File: config.mk
export PLATFORM = sky130hd
export DESIGN_NAME = pipe_skid_reg
export DESIGN_NICKNAME = d
export VERILOG_FILES = /design/src/rtl/pipe_pkg.sv /design/src/rtl/pipe_sat_counter.sv /design/src/rtl/pipe_skid_reg.sv
export SDC_FILE = /design/constraint.sdc
export NUM_CORES = 1
export LEC_CHECK = 0
export ABC_AREA = 1
export BUFFER_PORTS_ARGS = -buffer_cell sky130_fd_sc_hd__buf_2
export CORE_MARGIN = 3
export CORE_UTILIZATION = 52
export CTS_CLUSTER_SIZE = 14
export DETAILED_ROUTE_END_ITERATION = 8
export PLACE_DENSITY = 0.76
export SETUP_SLACK_MARGIN = 0.05
export SLEW_MARGIN = 10
export SYNTH_ARGS = -nofsm -noshare
export SYNTH_HDL_FRONTEND = slang
export SYNTH_HIERARCHICAL = 1
export SYNTH_SLANG_ARGS = --single-unit
File: constraint.sdc
create_clock -name clk -period 3.4 [get_ports clk]
set_input_delay 0.68 -clock clk [delete_from_list [all_inputs] [get_ports clk]]
set_output_delay 0.68 -clock clk [all_outputs]
set_load 0.02 [all_outputs]
File: src/rtl/pipe_pkg.sv
// Shared pipeline definitions: skid-register state encoding and per-stage NOP payloads.
package pipe_pkg;

    // Encoding doubles as the live-entry count, so occupancy is the state itself.
    typedef enum logic [1:0] {
        ST_EMPTY = 2'd0,
        ST_ONE   = 2'd1,
        ST_FULL  = 2'd2
    } pipe_state_e;

    localparam int          PIPE_NOP_W    = 96;
    localparam logic [95:0] PIPE_NOP_WORD = '0;

    function automatic logic [1:0] pipe_occupancy(input pipe_state_e st);
        return 2'(st);
    endfunction

endpackage

File: src/rtl/pipe_sat_counter.sv
// Saturating up-counter with synchronous clear; holds at all-ones.
module pipe_sat_counter #(
    parameter int WIDTH = 16
) (
    input  logic             clk,
    input  logic             clr,
    input  logic             inc,
    output logic [WIDTH-1:0] cnt
);

    logic [WIDTH-1:0] cnt_q;
    logic [WIDTH-1:0] cnt_d;

    always_comb begin
        cnt_d = cnt_q;
        if (inc && (cnt_q != {WIDTH{1'b1}})) begin
            cnt_d = cnt_q + WIDTH'(1);
        end
    end

    always_ff @(posedge clk) begin
        if (clr) begin
            cnt_q <= '0;
        end else begin
            cnt_q <= cnt_d;
        end
    end

    assign cnt = cnt_q;

endmodule

File: src/rtl/pipe_skid_reg.sv
// Two-entry skid register (head + skid) with registered ready/valid and a stall counter.
//   state    | meaning
//   ST_EMPTY | nothing held, out_data = NOP_WORD
//   ST_ONE   | head live
//   ST_FULL  | head and skid live, upstream stalled
module pipe_skid_reg
    import pipe_pkg::*;
#(
    parameter int                DATA_W   = 96,
    parameter int                CNT_W    = 16,
    parameter logic [DATA_W-1:0] NOP_WORD = DATA_W'(PIPE_NOP_WORD)
) (
    input  logic              clk,
    input  logic              rst,
    input  logic              flush,
    input  logic              in_valid,
    input  logic [DATA_W-1:0] in_data,
    output logic              in_ready,
    output logic              out_valid,
    output logic [DATA_W-1:0] out_data,
    input  logic              out_ready,
    output logic [1:0]        occupancy,
    output logic [CNT_W-1:0]  stall_cnt
);

    pipe_state_e       state_q, state_d;
    logic [DATA_W-1:0] head_q, head_d;
    logic [DATA_W-1:0] skid_q, skid_d;
    logic              push, pop;

    // Handshake outputs come only from registered state: no in->out or out_ready->in_ready path.
    assign in_ready  = (state_q != ST_FULL);
    assign out_valid = (state_q != ST_EMPTY);
    assign out_data  = out_valid ? head_q : NOP_WORD;
    assign occupancy = pipe_occupancy(state_q);

    assign push = in_valid && in_ready;
    assign pop  = out_valid && out_ready;

    always_comb begin
        state_d = state_q;
        head_d  = head_q;
        skid_d  = skid_q;
        if (flush) begin
            state_d = ST_EMPTY;
            head_d  = NOP_WORD;
            skid_d  = NOP_WORD;
        end else begin
            unique case (state_q)
                ST_EMPTY: begin
                    if (push) begin
                        state_d = ST_ONE;
                        head_d  = in_data;
                    end
                end
                ST_ONE: begin
                    if (push && pop) begin
                        head_d = in_data;
                    end else if (push) begin
                        state_d = ST_FULL;
                        skid_d  = in_data;
                    end else if (pop) begin
                        state_d = ST_EMPTY;
                        head_d  = NOP_WORD;
                    end
                end
                ST_FULL: begin
                    if (pop) begin
                        state_d = ST_ONE;
                        head_d  = skid_q;
                        skid_d  = NOP_WORD;
                    end
                end
                default: begin
                    state_d = ST_EMPTY;
                    head_d  = NOP_WORD;
                    skid_d  = NOP_WORD;
                end
            endcase
        end
    end

    always_ff @(posedge clk) begin
        if (rst) begin
            state_q <= ST_EMPTY;
            head_q  <= NOP_WORD;
            skid_q  <= NOP_WORD;
        end else begin
            state_q <= state_d;
            head_q  <= head_d;
            skid_q  <= skid_d;
        end
    end

    pipe_sat_counter #(
        .WIDTH (CNT_W)
    ) u_stall_cnt (
        .clk (clk),
        .clr (rst),
        .inc (out_valid && !out_ready && !flush),
        .cnt (stall_cnt)
    );

endmodule
==> flow_summary.ini, run 1 <==
[placed_design]
place_inst = 2418
port_buffers = 216
hpwl_um = 19420
place.gp.congestion = 0.8122

[clock_network]
root_buffer = clkbuf_16
cts_max_level = 1
hold_buffers = 0
cts_max_path_buffers = 3
clk_pin_slew_ns = 0.06
clk_latency_ns = 0.51
cts_buffers = 25
cts_tree = done
cts_setup_buffers = 0
cts_num_sinks = 210
cts_resized = 0

[critical_path]
endpoint_kind = output pin
cp_slowest_cell = nor2_8
startpoint_type = register
required_ns = 2.72
crit_type = register to output pin
max_stage_delay_ns = 0.55
path_cells = nor2_8, buf_16, nor2_1, buf_2
cp_max_fo = 156
cp_data_arrival_time_ns = 2.53

[hold_path]
hp-class = register to register

[timing]
slew_headroom_pct = 23.79
hold_viol_final = 0
final_max_slew_viol_count = 0
finalSetupViolCount = 0
worst_pin_slew_ns = 1.143
rsz0062_at_grt = no
fin_crit_sh_pct = 94.38
setup_tns_ns = 0
period_minus_slack_ns = 3.209
clock_skew_ns = 0.01043
max_freq_mhz = 311.6

[pwr]
leakagePower_uw = 0.006649
power.internal_uw = 4519
p_clk_share_pct = 46.9
combPwrFrac_pct = 11.5
vdd_ir_drop_max_mv = 0.3141
p_sw_share_pct = 25.80
power_switching_uw = 1571
p_per_area_mw_per_mm2 = 442.0
seqPwrFrac_pct = 41.6

[drt]
vias = 12490
ant_nets = 0
wl_per_cell_um = 13.39
first_pass_iters = 7
routed_wl_um = 32960
drt_iter0_markers = 1071
via_per_inst = 5.072
drc = 0

[global_routing]
grt_use_met1_pct = 34.26
grt_max_degree = 157
grt_pass1_vias = 11320
grt_use_total_pct = 25.87
busiest_layer = met2
grt_antenna_before_repair = 4
grt_util_met2_pct = 43.74
overflow = 0
grt_pass1_wl_um = 53930
globalRouteMet3Util_pct = 4.317

[floorplan]
ios = 217
core_mm2 = 0.02216
die_w_um = 157.2
die-area_mm2 = 0.02472
row_count = 54
die_h_um = 157.2
start_util_pct = 53.66

[yosys]
syn-num-nets = 2144
synth_area_mm2 = 0.01189
syn_avg_cell_area_um2 = 5.824
ys_ff_latch = 210
synth_cell_types = 23
ys_warn_count = 6
syn-instance-count = 2042
yosysSeqAreaShare_pct = 35.35

[status]
outcome = completed

[layout]
nNetsFinal = 2267
n_antenna_cell = 0
drive_gt1_share_pct = 13.93
final_cells = 2462
areaGrowthSynthToFinish_pct = 15.84

[job]
max-cap-violations = 0
[worst max-delay path: cells and delay by family, from the launching register on]
kind	cells	cell delay, ns
AND/OR/NAND/NOR	2	0.63
buffers and inverters	2	0.64
flip-flops	1	0.50
[synthesized netlist by cell type (all sizes together)]
cell / n / area, um^2
a21oi: 200 / 1001
buf: 88 / 513.0
clkbuf: 48 / 183.9
dfxtp: 210 / 4204
ha: 1 / 12.51
inv: 306 / 1149
nand2: 732 / 2763
nand3: 205 / 1026
nand4: 3 / 18.77
nor2: 243 / 987.2
nor3: 3 / 15.01
o21ai: 2 / 13.76
or2: 1 / 6.260
[cell type report]
cell class | instances | area, um^2
Timing Repair Buffer | 232 | 1296
Sequential cell | 210 | 4208
Tap cell | 280 | 350.3
Clock inverter | 5 | 100.1
Clock buffer | 39 | 788.3
Multi-Input combinational cell | 1390 | 5878
Inverter | 306 | 1156
Fill cell | 2173 | 8384
[state kept, by name, indices dropped and copies added, names as in the netlist]
register / cells
u_stall_cnt/cnt: 16
head_q: 96
occupancy: 2
skid_q: 96
[worst paths after layout]
kind	slack, ns	depth (start not counted)	end	startpoint
max	0.19	4	out_data[23]	occupancy[1]
max reg2reg	0.79	7	head_q[85]	occupancy[1]
min reg2reg	0.46	2	skid_q[13]	skid_q[13]
min	0.46	2	skid_q[13]	skid_q[13]
[cell families (layout without fill, tap and decap cells)]
group | Yosys count | in the layout | share of synthesized area, %
and+or+nand+nor | 1187 | 1187 | 40.49
buffers and inverters | 442 | 582 | 15.52
DFF | 210 | 210 | 35.35
AOI/OAI and AO/OA | 202 | 202 | 8.532
adders and majority gates | 1 | 1 | 0.1052
[power groups by stage]
| stage | Sequential [uW] | Combinational, uW | Clock [uW] |
|---|---|---|---|
| final | 2540 | 702 | 2850 |
| after global routing | 2540 | 796 | 3000 |
| after CTS | 2530 | 700 | 2900 |
| after detailed placement | 2590 | 697 | 0 |
| after global placement | 2590 | 689 | 0 |
| after floorplan | 2580 | 493 | 0 |
[layout by cell type (no fill, tap or decap), drive strengths merged]
cell type and instances:
dfxtp 210, a21oi 200, inv 304, nor3 3, ha 1, buf 232, nand4 3, nand3 205
nand2 732, o21ai 2, clkinv 4, nor2 243, or2 1, bufinv 3, clkbuf 39
[per-layer routing]
layer  up-vias  routed length, um  share of wire (%)
li1       6400                  -                  -
met1      5590              14140                 43
met3        52               2681                8.1
met2       437              15480                 47
met4         8                618                1.9
met5         -                 42               0.13
[per-stage QoR]
step | total power, uW | setup WS, ns | cell area, um^2 | util (%) | hold WS (ns)
4_1_cts | 6134 | 0.2158 | 13770 | 62.13 | 0.4612
2_1_floorplan | 3075 | 1.293 | 11890 | - | 0.4394
3_5_place_dp | 3286 | 0.7701 | 12880 | 58.12 | 0.4521
6_report | 6090 | 0.1910 | 13780 | 62.17 | 0.4609
3_3_place_gp | 3275 | 0.8067 | 12880 | 58.12 | 0.4478
5_1_grt | 6338 | 0.09656 | 13780 | 62.17 | 0.4731
No activity file was read; power rests on OpenSTA's default activity.
==> run 2: changes to the inputs <==
Settings changed: PLACE_DENSITY 0.76 to 0.78, SYNTH_HIERARCHICAL 1 to not set.
==> run 2 against run 1 <==
Effect of this change:
- hold slack worse by 0.023 ns
- power is 9.2% lower
- highest routed layer is now met4
- critical path depth is 2 higher
==> flow_summary.ini, run 2 <==
[status]
outcome = completed

[yosys]
syn-num-nets = 1684
ys_ff_latch = 210
ys_warn_count = 0
synth_cell_types = 27
synthArstFlopShare_pct = 0
synthAdderAreaFrac_pct = 0.1243
ys_top_cells_by_area = dfxtp_1 (42%), nand2_1 (17%), a21oi_1 (9.2%)
synth_top_area_share_pct = 41.77
synthSimpleGateAreaFrac_pct = 32.50
synth-edff-count = 0
yosysSeqAreaShare_pct = 41.77
synth-compound-area-share_pct = 14.44
synth.most_common_cell = nand2_1
synth_top_family_by_area = simple AND/OR/NAND/NOR gates
synth_xor_area_share_pct = 0.5221
synth_top_cell_by_area = dfxtp_1
synth_area_mm2 = 0.01007
syn-instance-count = 1582
synth_common_cells = nand2_1 (462), nor2_1 (221), dfxtp_1 (210), a21oi_1 (185), inv_1 (151)
syn_avg_cell_area_um2 = 6.363
synth_ff_type = dfxtp_1
muxShareOfSynthArea_pct = 0

[clock_network]
hold_buffers = 0
cts_max_level = 1
cts_setup_buffers = 0
cts_max_path_buffers = 3
cts_tree = done
cts_num_sinks = 210
cts_buffers = 23
clk_latency_ns = 0.50
cts_resized = 0
clk_pin_slew_ns = 0.06
root_buffer = clkbuf_16

[timing]
fin_crit_sh_pct = 85.03
finalSetupViolCount = 0
rsz0062_at_grt = no
final_max_slew_viol_count = 0
fin_ws_ns = 0.5091
clock_skew_ns = 0.01018
max_freq_mhz = 345.9
hold_viol_final = 0
period_minus_slack_ns = 2.891
slew_headroom_pct = 33.59
setup_tns_ns = 0
worst_pin_slew_ns = 0.9961

[critical_path]
max_stage_delay_ns = 0.53
required_ns = 2.72
r2r_cells = 8
critPathTopFamily = buffers and inverters
path_buf_inv = 4
cp_data_arrival_time_ns = 2.21
cp_slowest_cell = dfxtp_1
r2r_setup_slack_ns = 0.88
path_cells = inv_2, nand2_2, clkinv_2, buf_12, nor2_1, buf_2
reg2reg_from = occupancy[1]
r2r_end = head_q[56]
cp_max_fo = 54
startpoint_type = register
endpoint_kind = output pin
crit_type = register to output pin

[drt]
routed_wl_um = 27800
drc = 0
first_pass_iters = 5
ant_nets = 0
via_per_inst = 5.139
vias = 10340
drt_iter0_markers = 786
wl_per_cell_um = 13.82

[floorplan]
die-area_mm2 = 0.02106
core_mm2 = 0.01883
start_util_pct = 53.46
ios = 217
die_h_um = 145.1
row_count = 50
die_w_um = 145.1

[placed_design]
hpwl_um = 17410
placed_area_mm2 = 0.01122
place.gp.congestion = 0.8481
place_inst = 1968
place_ws_ns = 0.9434
port_buffers = 216

[layout]
final_cell_mix = nand2_1 (461), nor2_1 (219), buf_2 (216)
nNetsFinal = 1835
final_common_cell = nand2_1
areaGrowthSynthToFinish_pct = 18.92
final_area_mm2 = 0.01197
final_cells = 2011
drive_gt1_share_pct = 16.30

[global_routing]
grt_max_degree = 88
grt_pass1_vias = 9150
grt_use_total_pct = 25.33
grt_antenna_before_repair = 2
grt_pass1_wl_um = 45710
overflow = 0

[pwr]
p_per_area_mw_per_mm2 = 462.2
vdd_ir_drop_max_mv = 0.3688
total_power_uw = 5532
leakagePower_uw = 0.005080

[hold_path]
min_path_cells = 3
hp-class = primary input to register
hp-start = in_data[60]
worst_hold_path.endpoint = skid_q[60]

[job]
max-cap-violations = 0
-- run 2: worst max path at each step --
stage | depth (start not counted) | endpoint | startpoint | slack (ns)
final | 6 | out_data[94] | occupancy[0] | 0.51
after global routing | 6 | out_data[94] | occupancy[0] | 0.37
after CTS | 6 | out_data[94] | occupancy[0] | 0.48
after detailed placement | 7 | skid_q[8] | occupancy[1] | 0.94
after global placement | 8 | head_q[82] | occupancy[1] | 1.00
after floorplan | 7 | out_data[55] | occupancy[0] | 1.09
-- run 2: kinds of logic (layout without fill, tap and decap cells) --
logic type / count (synthesis) / in the layout
AO/OA/AOI/OAI: 274 / 274
XOR/XNOR: 6 / 6
adder cells (fa/ha/maj): 1 / 1
buffers and inverters: 269 / 436
flip-flops: 210 / 210
other: 0 / 2
AND/OR/NAND/NOR: 822 / 822
-- run 2: tightest hold or removal path: cells and delay by family --
| family | cells | cell delay (ns) |
|---|---|---|
| AND/OR/NAND/NOR | 1 | 0.09 |
| buffers and inverters | 1 | 0.09 |
| AO/OA/AOI/OAI | 1 | 0.05 |
-- run 2: metrics by stage --
step	hold slack, ns	utilization, %
6_report	0.4375	63.57
5_1_grt	0.4440	63.57
4_1_cts	0.4265	63.54
3_5_place_dp	0.4450	59.56
3_3_place_gp	0.4389	59.56
2_1_floorplan	0.4295	-
-- run 2: where the power goes --
| group | leakage [uW] | total [uW] | internal [uW] | switching [uW] |
|---|---|---|---|---|
| combinational | 0.00301 | 522 | 169 | 352 |
| sequential | 0.00170 | 2540 | 2510 | 26.0 |
| clock | 0.000368 | 2470 | 1490 | 988 |
-- run 2: final cells by class --
class | instances | area, um^2
clock inverter | 8 | 96.34
inverter | 160 | 605.6
sequential | 210 | 4204
antenna | 2 | 5.005
fill | 1760 | 6860
tap | 260 | 325.3
timing repair buffer | 235 | 1261
multi-input combinational | 1103 | 4820
clock buffer | 33 | 653.1
-- run 2: metal layers --
metal / share of wire, % / global-route usage [%] / up-vias
met3: 7.5 / 4.154 / 39
met5: 0 / 0 / -
li1: - / - / 5284
met1: 44 / 35.03 / 4635
met4: 2.1 / 6.078 / 0
met2: 46 / 41.71 / 377
==> run 3: changes to the inputs <==
Settings changed: CELL_PAD_IN_SITES_DETAIL_PLACEMENT set to 0, CELL_PAD_IN_SITES_GLOBAL_PLACEMENT set to 1, CORE_UTILIZATION 52 to 41, PLACE_DENSITY 0.78 to 0.87.
==> run 3 against run 2 <==
Effect of this change:
- non-clock buffer count is 2 lower
- design area is 0.81% higher
- cell count up 2.7%
- global-route usage is 3.1 points lower
- wire length up 8.7%
- first-iteration DRC count up 7.8%
- power increased by 2.2%
- sequential share of layout area shrank 0.28 points
- combinational power is 2% higher
- largest power group is now clock
==> flow_summary.ini, run 3 (same netlist as run 2, synthesis figures left out) <==
[status]
outcome = completed

[timing]
clock_skew_ns = 0.006325
slew_headroom_pct = 20.36
final_max_slew_viol_count = 0
hold_viol_final = 0
finalSetupViolCount = 0
worst_pin_slew_ns = 1.195
max_freq_mhz = 351.3
fin_ws_ns = 0.5538
setup_tns_ns = 0
rsz0062_at_grt = no
fin_crit_sh_pct = 83.71
period_minus_slack_ns = 2.846

[critical_path]
cp_data_arrival_time_ns = 2.17
r2r_setup_slack_ns = 0.91
r2r_end = head_q[73]
startpoint_type = register
crit_type = register to output pin
required_ns = 2.72
max_stage_delay_ns = 0.51
cp_slowest_cell = dfxtp_1
endpoint_kind = output pin
path_cells = inv_2, nand2_2, clkinv_2, buf_12, nor2_1, buf_2
cp_max_fo = 72
r2r_cells = 8
reg2reg_from = occupancy[0]

[placed_design]
port_buffers = 216
hpwl_um = 17880
place_inst = 2025
place.gp.congestion = 0.7798
placed_area_mm2 = 0.01127
place_ws_ns = 0.9111

[floorplan]
core_mm2 = 0.02382
start_util_pct = 42.25
ios = 217
die-area_mm2 = 0.02647
die_h_um = 162.7
row_count = 56
die_w_um = 162.7

[drt]
drt_iter0_markers = 847
routed_wl_um = 30210
ant_nets = 0
vias = 10300
drc = 0
first_pass_iters = 5
wl_per_cell_um = 14.63
via_per_inst = 4.989

[layout]
n_antenna_cell = 0
final_area_mm2 = 0.01207
final_cells = 2065
nNetsFinal = 1834
areaGrowthSynthToFinish_pct = 19.88
drive_gt1_share_pct = 16.32
final_cell_mix = nand2_1 (461), nor2_1 (219), buf_2 (216)
postLayoutCoreUtil_pct = 50.65
final_common_cell = nand2_1

[global_routing]
overflow = 0
grt_max_degree = 106
grt_use_total_pct = 22.18
grt_pass1_wl_um = 48830
grt_pass1_vias = 9486
grt_antenna_before_repair = 1

[clock_network]
cts_tree = done
root_buffer = clkbuf_16
clk_latency_ns = 0.51
cts_setup_buffers = 0
cts_buffers = 24
cts_resized = 0
cts_max_path_buffers = 3
clk_pin_slew_ns = 0.06
cts_max_level = 1
cts_num_sinks = 210
hold_buffers = 0

[hold_path]
hp-start = in_data[64]
worst_hold_path.endpoint = skid_q[64]
hp-class = primary input to register
min_path_cells = 3

[pwr]
leakagePower_uw = 0.005095
vdd_ir_drop_max_mv = 0.2494
p_per_area_mw_per_mm2 = 468.5

[job]
max-cap-violations = 0
## run 3: changes by cell type in the layout (fill, tap and decap cells not counted), sizes merged
cell	previous run	this run
inv	158	157
buf	235	233
clkbuf	33	36
diode	2	0
clkinvlp	1	0
bufinv	2	1
clkinv	7	6
## run 3: routing by layer
| layer | wire [um] | global-route usage, % |
|---|---|---|
| met4 | 335 | 3.998 |
| met5 | 13 | 0 |
| met2 | 13670 | 36.83 |
| met1 | 14080 | 31.12 |
| met3 | 2110 | 3.154 |
## run 3: where the power goes
group	leakage (uW)	internal, uW	switching (uW)
logic	0.00300	168	362
clock network	0.000395	1580	1010
registers	0.00170	2510	25.6
total	0.00510	4260	1400
## run 3: worst max path at each step
stage                 start      endpoint  cells past startpoint
6_report       occupancy[0]  out_data[67]                      6
5_1_grt        occupancy[0]  out_data[87]                      6
4_1_cts        occupancy[0]  out_data[67]                      6
3_5_place_dp   occupancy[0]    head_q[60]                      8
3_3_place_gp   occupancy[0]    head_q[30]                      8
2_1_floorplan  occupancy[0]  out_data[55]                      7
## run 3: metrics by stage
step	hold WS, ns	power [uW]
after floorplan	0.4295	2930
after global placement	0.4394	3120
after detailed placement	0.4457	3121
after CTS	0.4209	5720
after global routing	0.4385	5895
final	0.4331	5653
## run 3: final cells by class
| class | instances | area (um^2) |
|---|---|---|
| Fill cell | 2520 | 11760 |
| Multi-Input combinational cell | 1103 | 4820 |
| Sequential cell | 210 | 4204 |
| Timing Repair Buffer | 233 | 1246 |
| Clock buffer | 36 | 747.0 |
| Inverter | 160 | 605.6 |
| Tap cell | 319 | 399.1 |
| Clock inverter | 4 | 45.04 |
## run 3: critical path, delay by kind of cell (launching register included)
kind | cells | cell delay (ns)
buffers and inverters | 4 | 0.89
and+or+nand+nor | 2 | 0.25
DFF | 1 | 0.51
